`config.mk`:
```
export PLATFORM = sky130hd
export DESIGN_NAME = piso_ser_day7_flat
export DESIGN_NICKNAME = d
export VERILOG_FILES = /design/src/rtl/piso_ser_day7_if.sv /design/src/rtl/piso_ser_day7.sv /design/src/flat_wrapper.sv
export SDC_FILE = /design/constraint.sdc
export NUM_CORES = 1
export LEC_CHECK = 0
export CAP_MARGIN = 20
export CELL_PAD_IN_SITES_DETAIL_PLACEMENT = 1
export CELL_PAD_IN_SITES_GLOBAL_PLACEMENT = 1
export CORE_ASPECT_RATIO = 0.75
export CORE_MARGIN = 2
export CORE_UTILIZATION = 35
export DETAILED_ROUTE_END_ITERATION = 6
export PLACE_DENSITY_LB_ADDON = 0.05
export SETUP_SLACK_MARGIN = 0.5
export SLEW_MARGIN = 25
export SYNTH_ARGS = -nofsm -noshare
export SYNTH_HDL_FRONTEND = slang
export SYNTH_SLANG_ARGS = --single-unit
```
`constraint.sdc`:
```
create_clock -name clk -period 2.4 [get_ports clk]
set_input_delay 0.6 -clock clk [delete_from_list [all_inputs] [get_ports clk]]
set_output_delay 0.6 -clock clk [all_outputs]
set_load 0.01 [all_outputs]
```
`src/rtl/piso_ser_day7_if.sv`:
```
// Handshake and serial-output bundle for the parallel-in serial-out stage.
// Ports: in_valid/in_data/msb_first/hold driven upstream (master); in_ready,
//        ser_out/ser_valid/ser_last/busy/word_cnt driven by the serializer (slave).
interface piso_ser_day7_if #(
  parameter int WIDTH = 4,
  parameter int CNT_W = 8
);
  logic             in_valid;
  logic [WIDTH-1:0] in_data;
  logic             msb_first;
  logic             in_ready;
  logic             hold;
  logic             ser_out;
  logic             ser_valid;
  logic             ser_last;
  logic             busy;
  logic [CNT_W-1:0] word_cnt;

  modport master (
    output in_valid, in_data, msb_first, hold,
    input  in_ready, ser_out, ser_valid, ser_last, busy, word_cnt
  );

  modport slave (
    input  in_valid, in_data, msb_first, hold,
    output in_ready, ser_out, ser_valid, ser_last, busy, word_cnt
  );
endinterface

```
`src/rtl/piso_ser_day7.sv`:
```
// Parallel-in serial-out: accepts a WIDTH-bit word per valid/ready handshake and
// emits it one bit per clock, MSB- or LSB-first per word, with hold back-pressure.
// Ports: clk, reset (async active-high), bus (slave side of piso_ser_day7_if).
module piso_ser_day7 #(
  parameter int WIDTH = 4,
  parameter int CNT_W = 8
) (
  input  logic             clk,
  input  logic             reset,
  piso_ser_day7_if.slave   bus
);
  localparam int BW = (WIDTH > 1) ? $clog2(WIDTH) : 1;
  localparam logic [BW-1:0] LAST_IDX = BW'(WIDTH - 1);

  typedef enum logic {IDLE, SHIFT} state_t;

  state_t           state_q, state_d;
  logic [WIDTH-1:0] sreg_q, sreg_d;
  logic [BW-1:0]    bit_cnt_q, bit_cnt_d;
  logic             msb_q, msb_d;
  logic             ser_q, ser_d;
  logic [CNT_W-1:0] cnt_q, cnt_d;

  logic last_bit;
  logic advance;
  logic ready;
  logic accept;

  always_ff @(posedge clk or posedge reset) begin
    if (reset) begin
      state_q   <= IDLE;
      sreg_q    <= '0;
      bit_cnt_q <= '0;
      msb_q     <= 1'b0;
      ser_q     <= 1'b0;
      cnt_q     <= '0;
    end else begin
      state_q   <= state_d;
      sreg_q    <= sreg_d;
      bit_cnt_q <= bit_cnt_d;
      msb_q     <= msb_d;
      ser_q     <= ser_d;
      cnt_q     <= cnt_d;
    end
  end

  always_comb begin
    state_d   = state_q;
    sreg_d    = sreg_q;
    bit_cnt_d = bit_cnt_q;
    msb_d     = msb_q;
    cnt_d     = cnt_q;

    last_bit = (bit_cnt_q == LAST_IDX);
    advance  = (state_q == SHIFT) && !bus.hold;
    // Ready depends only on state, counter, hold and reset; never on in_valid.
    ready    = !reset && ((state_q == IDLE) || (advance && last_bit));
    accept   = bus.in_valid && ready;

    if (advance) begin
      sreg_d    = msb_q ? (sreg_q << 1) : (sreg_q >> 1);
      bit_cnt_d = last_bit ? '0 : bit_cnt_q + BW'(1);
      if (last_bit) begin
        cnt_d   = cnt_q + CNT_W'(1);
        state_d = IDLE;
      end
    end

    // A load on the final bit overrides the return to IDLE: zero-bubble chaining.
    if (accept) begin
      sreg_d    = bus.in_data;
      msb_d     = bus.msb_first;
      bit_cnt_d = '0;
      state_d   = SHIFT;
    end

    // Pre-select the next serial bit so ser_out comes straight from a flop.
    // Once a word is fully shifted out the register is zero, so IDLE shows 0.
    ser_d = msb_d ? sreg_d[WIDTH-1] : sreg_d[0];
  end

  assign bus.in_ready  = ready;
  assign bus.ser_out   = ser_q;
  assign bus.ser_valid = advance;
  assign bus.ser_last  = advance && last_bit;
  assign bus.busy      = (state_q == SHIFT);
  assign bus.word_cnt  = cnt_q;
endmodule
```
`src/flat_wrapper.sv`:
```
// flat-port wrapper written by rule: the top's interface ports become plain ports
module piso_ser_day7_flat 
#(
  parameter int WIDTH = 4,
  parameter int CNT_W = 8
)
  (clk, reset, bus_in_valid, bus_in_data, bus_msb_first, bus_hold, bus_in_ready, bus_ser_out, bus_ser_valid, bus_ser_last, bus_busy, bus_word_cnt);
  piso_ser_day7_if #(.WIDTH(WIDTH), .CNT_W(CNT_W)) bus_i ();
  input  logic clk;
  input  logic reset;
  input wire logic [$bits(bus_i.in_valid)-1:0] bus_in_valid;
  input wire logic [$bits(bus_i.in_data)-1:0] bus_in_data;
  input wire logic [$bits(bus_i.msb_first)-1:0] bus_msb_first;
  input wire logic [$bits(bus_i.hold)-1:0] bus_hold;
  output wire logic [$bits(bus_i.in_ready)-1:0] bus_in_ready;
  output wire logic [$bits(bus_i.ser_out)-1:0] bus_ser_out;
  output wire logic [$bits(bus_i.ser_valid)-1:0] bus_ser_valid;
  output wire logic [$bits(bus_i.ser_last)-1:0] bus_ser_last;
  output wire logic [$bits(bus_i.busy)-1:0] bus_busy;
  output wire logic [$bits(bus_i.word_cnt)-1:0] bus_word_cnt;
  assign bus_i.in_valid = bus_in_valid;
  assign bus_i.in_data = bus_in_data;
  assign bus_i.msb_first = bus_msb_first;
  assign bus_i.hold = bus_hold;
  assign bus_in_ready = bus_i.in_ready;
  assign bus_ser_out = bus_i.ser_out;
  assign bus_ser_valid = bus_i.ser_valid;
  assign bus_ser_last = bus_i.ser_last;
  assign bus_busy = bus_i.busy;
  assign bus_word_cnt = bus_i.word_cnt;
  piso_ser_day7 #(.WIDTH(WIDTH), .CNT_W(CNT_W)) u_core (.clk(clk), .reset(reset), .bus(bus_i));
endmodule
```
==> reports/qor.csv <==
stage;metric;value;unit
final_layout;post-route-util;53.8;%
sta;rsz0062_at_grt;true;
pwr;p_per_area;957;nW/um^2
setup_path;setup.worst_path.start_class;input port;
floorplan;io_pins;22;
place;place_ws;-75.9;ps
place;port_buffers;21;
setup_path;crit_arrival;1270;ps
setup_path;rrSetupSlack;630;ps
synth;synthCells;71;
sta;setup_viol;0;
global_route;grt_pass1_vias;667;
final_layout;final_common_cell;dfrtp_1;
place;globalplace.congestion;0.712;
global_route;overflow;0;
floorplan;die_w;59.4;microns
clock_tree;root_buffer;clkbuf_4;
sta;fin_ws;527;ps
floorplan;start_util;36.1;%
clock_tree;clock_path_buffers;2;
final_layout;final_area;1200;sq um
detailed_routing;drt_first_pass_iters;2;
setup_path;rr_worst_depth;7;
setup_path;required;1800;ps
final_layout;antenna_cells;0;
detailed_routing;drtIter0Drc;12;
synth;yosys_warnings;0;
synth;synthesis.nets;82;
sta;maxSlewViolCount;0;
final_layout;drive_gt1_share;32.1;%
place;dp.cells;122;
min_path;worstHoldPathType;input port to async pin;
place;placed_area;1080;sq um
sta;skew;5.43;ps
clock_tree;cts_tree;done;
detailed_routing;finalWirelength;1950;microns
floorplan;die_h;45.6;microns
synth;yosys_most_used_dff;dfrtp_1;
setup_path;r2r-start;u_core.bit_cnt_q[0];
clock_tree;cts_htree_levels;1;
synth;ys_types;25;
detailed_routing;antenna_left;0;
sta;max-slew-margin-rel;56.1;%
place;hpwl;1380;microns
synth;synth_edf_count;0;
final_layout;area_growth;48.8;%
pwr;leakage;0.000598;uW
clock_tree;clkTransAtPathRegs;100;ps
synth;ys_async_sr_fraction;100;%
detailed_routing;wl_per_cell;14.6;microns
run_status;status;complete, no violations;
sta;finalCriticalPeriod;1870;ps
setup_path;end_kind;primary output;
detailed_routing;drc;0;
floorplan;row_count;15;
floorplan;core;2230;sq um
clock_tree;numCtsBuffers;3;
clock_tree;clkLatencyLatePin;290;ps
global_route;grt_pass1_wl;3120;microns
final_layout;post_layout_nonfiller_instances;134;
synth;ys_seq_area_share;52.7;%
detailed_routing;via_per_inst;4.95;
pwr;ir_drop;0.501;mV
synth;synth-seq-cells;17;
sta;hold_viol_final;0;
global_route;antenna_found_initial;0;
clock_tree;clock_sinks;17;
floorplan;dieArea;2710;sq um
synth;syn_avg_cell_area;11.4;sq um
global_route;grt_usage;16.6;%
detailed_routing;vias;663;
final_layout;final_cell_mix;dfrtp_1 (16), clkdlybuf4s50_1 (15), buf_4 (15), nand2_1 (8);
setup_path;r2r_end;u_core.bus.ser_out;
global_route;grt_max_degree;18;
synth;synthesis.area;807;sq um
final_layout;num-nets-final;121;
setup_path;path_max_fanout;3;
sta;worstMarginPinSlew;658;ps
run;cap_violations;0;
setup_path;critPathKind;input port to primary output;
sta;fmaxAchievable;534;MHz
sta;fin_crit_sh;78.1;%
-- final cells by class --
type,instances,area [sq um]
Clock buffer,4,26.3
Fill cell,251,1030
Timing Repair Buffer,36,318
Inverter,3,13.8
Sequential cell,17,427
Tap cell,25,31.3
Multi-Input combinational cell,49,385
-- worst max-delay path, stage by stage --
cell and delay [ps]:
dlygate4sd2_1 250, nand2b_4 140, a21oi_1 130, buf_2 140
-- metal layers --
| metal | up-vias | GRT usage, % | share of wire, % |
|---|---|---|---|
| met4 | 0 | 4.09 | 0.72 |
| li1 | 322 | - | - |
| met3 | 2 | 6.53 | 5.3 |
| met1 | 324 | 23.0 | 48 |
| met5 | - | 0 | 0 |
| met2 | 15 | 24.4 | 46 |
-- cell usage after synthesis (all sizes together) (2+ instances only) --
| cell type | count | area (sq um) |
|---|---|---|
| buf | 2 | 16.3 |
| xnor2 | 5 | 43.8 |
| nand4 | 2 | 12.5 |
| nand2 | 8 | 30.0 |
| nand3 | 2 | 10.0 |
| nand2b | 3 | 21.3 |
| dfrtp | 17 | 425 |
| a21oi | 6 | 33.8 |
| inv | 3 | 13.8 |
| mux2i | 3 | 30.0 |
| ha | 2 | 25.0 |
| nor2 | 3 | 11.3 |
| mux2 | 6 | 71.3 |
| xor2 | 2 | 17.5 |
| o21ai | 2 | 10.0 |
-- what timing repair did --
item | 4_1_cts | 5_1_grt
pin swaps | 1 | 1
hold buffers | 0 | 0
gates resized for setup | 18 | 4
endpoints found under the setup margin | 7 | 7
setup buffers | 5 | 3
-- power by group --
part / switching, uW / leakage [uW] / internal (uW)
clock network: 93.6 / 0.0000150 / 64.7
registers: 83.1 / 0.000220 / 381
logic: 216 / 0.000363 / 310
-- sequential cells by signal, summed over array words and instances, names as in the netlist --
name,flops
u_core.bit_cnt_q,2
u_core.bus.busy,1
u_core.bus.ser_out,1
u_core.bus.word_cnt,8
u_core.msb_q,1
u_core.sreg_q,4
-- through the flow --
step	total power, uW	TNS [ps]	hold slack, ps
after floorplan	708	0	506
final	1150	0	440
after CTS	1140	0	481
after global routing	1230	0	505
after global placement	887	-188	459
after detailed placement	907	-158	467
-- cells by family (layout without fill, tap and decap cells) --
logic type	Yosys count	in the layout	share of synthesized area [%]
and+or+nand+nor	23	23	14.9
muxes	9	9	12.6
xor gates and xnor gates	7	7	7.60
AOI/OAI and AO/OA	8	8	5.43
buffers and inverters	5	43	3.72
adders and majority gates	2	2	3.10
DFF	17	17	52.7
-- worst max-delay path by stage --
stage	start	slack, ps	depth (start not counted)	endpoint
floorplan	bus_hold	520	6	u_core.bus.ser_out
global route	bus_hold	490	4	bus_in_ready
detailed placement	bus_hold	-80	4	bus_in_ready
global placement	bus_hold	-80	4	bus_in_ready
CTS	reset	500	3	bus_in_ready
finish	bus_hold	530	4	bus_in_ready
No activity file was read; power rests on OpenSTA's default activity.
